===== config.mk =====
export PLATFORM = sky130hd
export DESIGN_NAME = dmem_port_arbiter
export DESIGN_NICKNAME = d
export VERILOG_FILES = /design/src/rtl/dmem_port_arbiter.sv
export SDC_FILE = /design/constraint.sdc
export NUM_CORES = 1
export LEC_CHECK = 0
export ABC_CLOCK_PERIOD_IN_PS = 1800
export BUFFER_PORTS_ARGS = -buffer_cell sky130_fd_sc_hd__buf_2
export CAP_MARGIN = 20
export CORE_UTILIZATION = 34
export DETAILED_ROUTE_END_ITERATION = 8
export PLACE_DENSITY = 0.75
export SETUP_SLACK_MARGIN = 0.02
export SLEW_MARGIN = 15
export SYNTH_ARGS = -nofsm -noshare
export SYNTH_HDL_FRONTEND = slang
export SYNTH_SLANG_ARGS = --single-unit

===== constraint.sdc =====
create_clock -name clk -period 1.8 [get_ports clk]
set_input_delay 0.36 -clock clk [delete_from_list [all_inputs] [get_ports clk]]
set_output_delay 0.36 -clock clk [all_outputs]
set_load 0.01 [all_outputs]

===== src/rtl/dmem_port_arbiter.sv =====
// Shares the single-port data memory between the CPU data port and a debug readout port.
// Optional DMEM_ARB_DBG_WRITE_EN adds debug write ports (dbg_we, dbg_wdata).
module dmem_port_arbiter #(
  parameter int unsigned AW       = 8,
  parameter int unsigned DW       = 16,
  parameter int unsigned MAX_WAIT = 15
) (
  input  logic          clk,
  input  logic          reset,
  input  logic          cpu_req,
  input  logic          cpu_we,
  input  logic [AW-1:0] cpu_addr,
  input  logic [DW-1:0] cpu_wdata,
  output logic [DW-1:0] cpu_rdata,
  output logic          cpu_stall,
  input  logic          dbg_req,
  input  logic [AW-1:0] dbg_addr,
`ifdef DMEM_ARB_DBG_WRITE_EN
  input  logic          dbg_we,
  input  logic [DW-1:0] dbg_wdata,
`endif
  output logic          dbg_ack,
  output logic [DW-1:0] dbg_rdata,
  output logic [AW-1:0] mem_addr,
  output logic          mem_we,
  output logic [DW-1:0] mem_wdata,
  input  logic [DW-1:0] mem_rdata
);

  localparam int unsigned CW = (MAX_WAIT < 2) ? 1 : $clog2(MAX_WAIT + 1);
  localparam logic [CW-1:0] WAIT_MAX = CW'(MAX_WAIT);

  typedef enum logic [2:0] {
    IDLE = 3'd0,
    PEND = 3'd1,
    CAPT = 3'd2,
    ACK  = 3'd3,
    HOLD = 3'd4
  } state_t;

  state_t        state_q;
  state_t        state_d;
  logic [CW-1:0] wait_q;
  logic [CW-1:0] wait_d;
  logic          ack_q;
  logic [DW-1:0] rdata_q;
  logic          dbg_grant;

  // State register, wait counter and captured debug data
  always_ff @(posedge clk) begin
    if (reset) begin
      state_q <= IDLE;
      wait_q  <= '0;
      ack_q   <= 1'b0;
      rdata_q <= '0;
    end else begin
      state_q <= state_d;
      wait_q  <= wait_d;
      ack_q   <= (state_q == CAPT);
      if (state_q == CAPT) begin
        rdata_q <= mem_rdata;
      end
    end
  end

  // Next state and grant decision
  always_comb begin
    state_d   = state_q;
    wait_d    = wait_q;
    dbg_grant = 1'b0;
    unique case (state_q)
      IDLE: begin
        if (dbg_req) begin
          state_d = PEND;
        end
      end
      PEND: begin
        if (!dbg_req) begin
          state_d = IDLE;
          wait_d  = '0;
        end else if (!cpu_req || (wait_q == WAIT_MAX)) begin
          dbg_grant = 1'b1;
          state_d   = CAPT;
          wait_d    = '0;
        end else if (wait_q != WAIT_MAX) begin
          wait_d = wait_q + CW'(1);
        end
      end
      CAPT: begin
        state_d = ACK;
      end
      ACK: begin
        state_d = dbg_req ? HOLD : IDLE;
      end
      HOLD: begin
        if (!dbg_req) begin
          state_d = IDLE;
        end
      end
      default: begin
        state_d = IDLE;
        wait_d  = '0;
      end
    endcase
  end

  // Memory port mux: the debug port owns the memory only in its grant cycle
  always_comb begin
    mem_addr  = cpu_addr;
    mem_we    = cpu_req & cpu_we;
    mem_wdata = cpu_wdata;
    if (dbg_grant) begin
      mem_addr = dbg_addr;
`ifdef DMEM_ARB_DBG_WRITE_EN
      mem_we    = dbg_we;
      mem_wdata = dbg_wdata;
`else
      mem_we    = 1'b0;
      mem_wdata = '0;
`endif
    end
  end

  assign cpu_rdata = mem_rdata;
  assign cpu_stall = cpu_req & dbg_grant;
  assign dbg_ack   = ack_q;
  assign dbg_rdata = rdata_q;

endmodule


### Word-level counts from Yosys, hierarchy flattened

Index checks and enable logic that the tools add are counted.

* output and inout port bits: 59
* input bits: 53
* register bits after elaboration: 24
* word-level logic and storage cells: 40

* bitwise logic cells: 3
* add/subtract/negate cells: 1
* equality and inequality tests: 10
* reduce and logical (&&, ||, !) cells: 6
* muxes and demuxes: 16

Operators by type and width (count)
* 2-to-1 mux 16 bit: 1
* 2-to-1 mux 3 bit: 5
* one-hot mux 3 bit (5 select lines): 1
* 2-to-1 mux 4 bit: 3
* 2-to-1 mux 8 bit: 1
* != test 4 bit, second input constant: 2
* one-hot mux 4 bit (2 select lines): 1
* == test 3 x 2 -> 1 bit, second input constant: 2
* adder 4 x 1 -> 4 bit, second input constant: 1
* == test 4 bit, second input constant: 1
* 2-to-1 mux 1 bit: 4
* != test 2 bit, second input constant: 2
* OR reduction 4 bit: 1
* == test 3 x 1 -> 1 bit, second input constant: 1
* == test 3 bit, second input constant: 1
* logical NOT 3 bit: 1
* != test 3 bit, second input constant: 1
* AND reduction 3 bit: 1
* bitwise AND 1 bit: 2
* AND reduction 2 bit: 1
* logical NOT 1 bit: 1
* logical OR 1 bit: 1
* inverter 1 bit: 1

### Longest topological paths before layout

Gate-level depths: netlist of the first run.

* depth after elaboration: 6
* mapped depth: 7
* mapped depth without buffers: 5

### Least setup slack after synthesis of the first run

OpenSTA, ideal clock, no wires.

* path type: register -> output
* start: register wait_q[0]
* end: output port mem_addr[4]
* path buffers: 1
* arrival time: 1.464 ns
* path slack: -0.024 ns
* required time: 1.440 ns
* cell stages (with the launch flop): 6
* cells stage by stage: dfxtp_1 ha_1 nand3_1 a21oi_4 buf_6 mux2_2

* longest elaborated chain between the ends: 6

Ends and longest elaborated chain
* from (decl): RTL line 43 `logic [CW-1:0] wait_q;`
* from (signal assigned): RTL line 58 `wait_q <= wait_d;`
* == test 4 bit: RTL line 81 `end else if (!cpu_req || (wait_q == WAIT_MAX)) begin`
* logical OR 1 bit: RTL line 81
* 2-to-1 mux 1 bit: RTL line 81
* 2-to-1 mux 1 bit: RTL line 78 `if (!dbg_req) begin`
* 2-to-1 mux 1 bit: RTL line 71 `unique case (state_q)`
* 2-to-1 mux 8 bit: RTL line 112 `if (dbg_grant) begin`
* to (decl): RTL line 24 `output logic [AW-1:0] mem_addr,`

Every way passes these cells.

### Final worst setup path of the first run

* start: register wait_q[0]
* end: output port mem_addr[1]

The elaborated chain is that of the path after synthesis.

==> run metrics, run 1 <==
CTS buffer count=3; pwr dens=around 550 mW/mm²; row cnt=22; register area share after synthesis=36.23%; Routed Antenna Nets=0; via/cell ratio=about 4.6; vias in the first global route=1430; Starting Density=35.96%; FF+latch count, synth=24; DIE WIDTH=~64 µm; Worst setup SP type=flip-flop; Max Clock Skew=0.002509 ns; Hold Path Depth=3; clock tree root buffer cell=clkbuf_8; hpwl dp=roughly 2.6 mm; maxcap violations=0; min Tclk post-route=between 2 and 2.5 ns; Core Util, Final=59.60%; Syn-to-layout area delta=65.75%; Final nets=331; failing checks=negative setup slack; status=finished with violations; setup ws final=-0.2779 ns; CTS max path bufs=2; Total GRT Usage=18.99%; H-tree depth=1; Worst Setup End Kind=primary output; first-pass GRT wire length=a little over 6 mm; reg2reg path depth=6; Wirelength per Cell=12.09 µm; Clock Sinks=24; Die Footprint=0.004154 mm²; Port Buf Inserts=111; Post-Syn Area=around 0.0013 mm²; Warnings, synthesis=0; Final Cycle Share=115.4%; syn nets=218; Syn Inst Count=between 150 and 200; Max Clk Rate=481.2 MHz; CTS tree=built; Reg clk slew, reported paths=0.08 ns; DR pass1 iterations=4; DRC=0; die height=~64 µm; DR vias=between 1000 and 1500; layout cell share with drive strength beyond 1=57.61%; CP required=1.44 ns; hold buffers post-CTS=0; CP peak stage delay=0.36 ns; Core Region=0.003689 mm²; RSZ-0062 raised after global routing=true; Max Fanout on Critical Path=4; synth unique cells=29; Hold Crit Class=in2reg; peak supply drop=roughly 0.53 mV; GRT overflow=0; drt initial violations=19; crit path cell chain=ha_4, nand3_4, a21oi_4, clkbuf_16, mux2_4, buf_6; Slew Limit Headroom=57.61%; global placement routability congestion=0.7380; Worst EP arrival=1.72 ns; # IOs=about 110; Hold Vio Cnt, Final=0; initial antenna violation count=0; Final Max Tran Viols=0; clk_lat worst skew=0.26 ns; slowest CP cell=dfxtp_2; DRT Wirelength=3.918 mm; crit path kind=reg2out; Synth Area per Inst=8.087 µm²; Post-Place Worst Slack=-0.009955 ns; worst slew pin tran=0.6359 ns; largest net degree at the start of global routing=25; leakage=1.073 nW; Finish-stage setup viols=26; ant diodes=0
-- per-stage QoR --
| step | cell area [µm²] | instances | hold WS, ns | total power, mW | TNS (ns) |
|---|---|---|---|---|---|
| after floorplan | 1331 | 164 | 0.4294 | 0.6940 | 0 |
| after global placement | 1878 | 310 | 0.4385 | 0.8024 | 0 |
| after detailed placement | 1878 | 310 | 0.4430 | 0.8065 | -0.03173 |
| after CTS | 2202 | 324 | 0.3262 | 1.224 | -6.528 |
| after global routing | 2198 | 324 | 0.3333 | 1.262 | -5.101 |
| final | 2198 | 324 | 0.3350 | 1.205 | -3.369 |
-- state kept, by name, summed over array words and instances, names as in the netlist --
register	count
wait_q	4
dbg_ack	1
state_q	3
dbg_rdata	16
-- cells in the final DEF (no fill, tap or decap), types with 2 or more instances in the layout --
cell type / instances
clkbuf_8: 4
nand3_1: 2
nand2_1: 37
nor2b_4: 2
mux2i_1: 2
nor2b_2: 2
dfxtp_1: 22
buf_4: 16
dfxtp_2: 2
mux2_4: 8
nor3b_1: 2
buf_2: 100
a21oi_1: 19
nor3_1: 2
nor2b_1: 15
buf_6: 15
nor2_1: 8
-- cells by family after synthesis --
family / after synthesis / synth area share [%]
AO/OA/AOI/OAI: 24 / 10.94
adder cells (fa/ha/maj): 1 / 0.9432
buffers and inverters: 26 / 13.21
flip-flops: 24 / 36.23
multiplexers: 10 / 8.302
AND/OR/NAND/NOR: 79 / 30.38
-- Yosys cell counts --
| master | instances | area [µm²] |
|---|---|---|
| mux2i_1 | 2 | 20.02 |
| nor2b_2 | 1 | 8.760 |
| nor2_1 | 9 | 33.78 |
| a2111oi_2 | 1 | 15.01 |
| and3_1 | 1 | 6.260 |
| nor3b_1 | 2 | 15.01 |
| or3_1 | 1 | 6.260 |
| nand4bb_4 | 1 | 27.53 |
| inv_1 | 1 | 3.750 |
| nand2_1 | 37 | 138.9 |
| nor3_1 | 3 | 15.01 |
| buf_2 | 3 | 15.01 |
| a21oi_4 | 1 | 16.27 |
| buf_4 | 17 | 127.6 |
| a21oi_1 | 19 | 95.09 |
| a31oi_1 | 1 | 6.260 |
| dfxtp_1 | 24 | 480.5 |
| nand3_1 | 3 | 15.01 |
| nor2b_1 | 18 | 112.6 |
| o21ai_0 | 1 | 5.000 |
| mux2_2 | 8 | 90.09 |
| clkbuf_2 | 2 | 10.01 |
| nor3_2 | 1 | 10.01 |
| clkbuf_1 | 2 | 7.510 |
| nand3b_1 | 1 | 7.510 |
| buf_6 | 1 | 11.26 |
| a22oi_1 | 1 | 7.510 |
| nand2b_1 | 1 | 6.260 |
| ha_1 | 1 | 12.51 |
-- critical path: cells and delay by family (launching register included) --
kind / cells / cell delay (ns)
compound gates: 1 / 0.23
fa+ha+maj: 1 / 0.16
buf+inv: 2 / 0.31
flops: 1 / 0.36
mux: 1 / 0.30
simple gates: 1 / 0.08
-- cell type report --
class	instances	area, µm²
fillers	333	1490
repair buffers	133	834.6
multi-input cells	114	762.0
flip-flops and latches	24	483.0
well taps	48	60.06
clock buffers	4	55.05
inverters	1	3.754
-- report_power, final --
group / leakage, nW / internal, mW / total, mW / switching [mW]
logic: 0.850 / 0.163 / 0.299 / 0.136
clock network: 0.0288 / 0.195 / 0.360 / 0.165
registers: 0.195 / 0.540 / 0.547 / 0.00602
-- what timing repair did --
action                     CTS  global route
pin swaps                    3             2
cloned                       2             0
setup buffers                8             1
setup endpoints to repair   26            26
gates resized for setup     32             6
-- final timing paths --
kind                                                 from  slack, ns                        end
worst min register to register  dbg_rdata[6]$_SDFFE_PP0P_       0.45  dbg_rdata[6]$_SDFFE_PP0P_
worst max-delay path               wait_q[0]$_SDFFE_PP0P_      -0.28                mem_addr[1]
worst max register to register     wait_q[0]$_SDFFE_PP0P_       0.08    state_q[0]$_SDFFE_PP0P_
worst min-delay path                         mem_rdata[4]       0.33  dbg_rdata[4]$_SDFFE_PP0P_
-- routing by layer --
| metal | track usage (%) | wire [µm] | up-vias |
|---|---|---|---|
| li1 | - | - | 750 |
| met1 | 21.30 | 1549 | 656 |
| met2 | 35.39 | 1946 | 87 |
| met3 | 4.049 | 400 | 2 |
| met4 | 5.833 | 22 | 0 |
| met5 | 0 | 0 | - |
Power figures use the tool's default switching activity.
==> run 2, diff against run 1 <==
--- a/config.mk
+++ b/config.mk
@@ -8,6 +8,7 @@
 export ABC_CLOCK_PERIOD_IN_PS = 1800
 export BUFFER_PORTS_ARGS = -buffer_cell sky130_fd_sc_hd__buf_2
 export CAP_MARGIN = 20
+export CORE_MARGIN = 8
 export CORE_UTILIZATION = 34
 export DETAILED_ROUTE_END_ITERATION = 8
 export PLACE_DENSITY = 0.75
==> run 2 against run 1 <==
The flow still finishes with violations (negative setup slack). Utilization up 0.53 points. Register-to-register slack better by 0.10 ns. Worst hold slack got worse by 0.0050 ns.
==> run metrics, run 2 (synthesis results as in run 1) <==
vias in the first global route=1586 (was 1430); DRC=0 (unchanged); most frequent cells in the layout=97 x buf_2, 37 x nand2_1, 22 x dfxtp_1 (was 100 x buf_2, 37 x nand2_1, 22 x dfxtp_1); Core Util, Final=60.13% (was 59.60%); most common cell after layout, fill and taps aside=buf_2 (unchanged); hpwl dp=3.447 mm (was 2.640 mm); hold buffers post-CTS=0 (unchanged); Final Max Tran Viols=0 (unchanged); maxcap violations=0 (unchanged); Largest register FFs=16 (unchanged); leakage=1.089 nW (was 1.073 nW); clock tree root buffer cell=clkbuf_8 (unchanged); Clock Sinks=24 (unchanged); largest net degree at the start of global routing=25 (unchanged); DP Cell Count=311 (was 310); DIE WIDTH=78.46 µm (was 64.46 µm); Wirelength per Cell=14.77 µm (was 12.09 µm); CTS max path bufs=2 (unchanged); Worst Setup End Kind=primary output (unchanged); Port Buf Inserts=111 (unchanged); Max Fanout on Critical Path=6 (was 4); DP Area=0.001886 mm² (was 0.001878 mm²); drt initial violations=52 (was 19); Max Clk Rate=499.8 MHz (was 481.2 MHz); Finish-stage setup viols=25 (was 26); fin area=0.002235 mm² (was 0.002198 mm²); Worst setup SP type=flip-flop (unchanged); H-tree depth=1 (unchanged); min Tclk post-route=2.001 ns (was 2.078 ns); failing checks=negative setup slack (unchanged); DRT Wirelength=4.784 mm (was 3.918 mm); Reg clk slew, reported paths=0.09 ns (was 0.08 ns); Starting Density=35.69% (was 35.96%); CTS tree=built (unchanged); peak supply drop=0.5368 mV (was 0.5276 mV); GRT overflow=0 (unchanged); Worst EP arrival=1.64 ns (was 1.72 ns); crit path kind=reg2out (unchanged); Routed Antenna Nets=0 (unchanged); global placement routability congestion=0.7879 (was 0.7380); die height=78.46 µm (was 64.46 µm); ant diodes=0 (unchanged); first-pass GRT wire length=7.645 mm (was 6.230 mm); Syn-to-layout area delta=68.49% (was 65.75%); # IOs=112 (unchanged); setup TNS=-3.026 ns (was -3.369 ns); Hold Crit Class=in2reg (unchanged); status=finished with violations (unchanged); worst slew pin tran=0.6312 ns (was 0.6359 ns); initial antenna violation count=0 (unchanged); pwr dens=548.5 mW/mm² (was 548.2 mW/mm²); CP required=1.44 ns (about the same); DR pass1 iterations=4 (unchanged); RSZ-0062 raised after global routing=true (unchanged); Final nets=331 (unchanged); DR vias=1513 (was 1495); Max Clock Skew=0.004276 ns (was 0.002509 ns); Slew Limit Headroom=57.92% (was 57.61%); Core Region=0.003716 mm² (was 0.003689 mm²); clk_lat worst skew=0.26 ns (about the same); setup ws final=-0.2006 ns (was -0.2779 ns); row cnt=22 (unchanged); Total GRT Usage=14.74% (was 18.99%); Layout Cells excl Fill=324 (unchanged); via/cell ratio=4.670 (was 4.614); Hold Vio Cnt, Final=0 (unchanged); CTS buffer count=3 (unchanged); Final Cycle Share=111.1% (was 115.4%); layout cell share with drive strength beyond 1=58.70% (was 57.61%); Tot Pwr=1.226 mW (was 1.205 mW); Die Footprint=0.006155 mm² (was 0.004154 mm²)
[run 2: cell types whose count changed in the layout (fill, tap and decap cells not counted)]
cell | previous run | this run
nor2b_4 | 2 | 5
buf_4 | 16 | 13
nor3_2 | 1 | 2
nor2b_1 | 15 | 12
buf_8 | 0 | 1
clkbuf_16 | 1 | 0
buf_2 | 100 | 97
nor3_4 | 1 | 0
buf_6 | 15 | 21
[run 2: cell type report]
class / instances / area (µm²)
inverters: 1 / 3.754
fillers: 313 / 1481
clock buffers: 4 / 55.05
well taps: 48 / 60.06
repair buffers: 133 / 854.6
flip-flops and latches: 24 / 483.0
multi-input cells: 114 / 778.2
[run 2: worst max-delay path: stages, from the launching register on]
cell	delay, ns
dfxtp_2	0.37
ha_4	0.16
nand3_4	0.08
a21oi_4	0.16
buf_6	0.16
mux2_4	0.32
buf_6	0.12
[run 2: per-stage QoR]
stage,hold WS [ns],worst slack (ns)
floorplan,0.4294,0.02831
global placement,0.4387,0.03226
detailed placement,0.4435,-0.001753
CTS,0.3264,-0.2696
global route,0.3317,-0.2693
finish,0.3299,-0.2006
[run 2: worst paths after layout]
kind / start / cells past startpoint / endpoint / slack, ns
hold reg to reg: dbg_rdata[12]$_SDFFE_PP0P_ / 2 / dbg_rdata[12]$_SDFFE_PP0P_ / 0.45
setup reg to reg: wait_q[0]$_SDFFE_PP0P_ / 5 / state_q[0]$_SDFFE_PP0P_ / 0.18
setup / recovery: wait_q[0]$_SDFFE_PP0P_ / 6 / mem_addr[7] / -0.20
hold / removal: mem_rdata[15] / 3 / dbg_rdata[15]$_SDFFE_PP0P_ / 0.33
[run 2: timing repair]
item,CTS,global route
endpoints found under the setup margin,25,26
gates resized for setup,37,16
pin swaps,3,3
setup buffers,9,4
gates cloned,2,0
[run 2: routing by layer]
metal	track usage, %	share of wire [%]	wire (µm)	vias up
li1	-	-	-	744
met5	0	0	0	-
met3	6.492	13	621	2
met2	23.70	44	2102	92
met4	4.444	0.50	24	0
met1	17.23	43	2036	675
[run 2: report_power, final]
group	internal [mW]	switching, mW	total [mW]
sequential	0.541	0.00558	0.546
clock	0.195	0.169	0.364
combinational	0.174	0.142	0.316
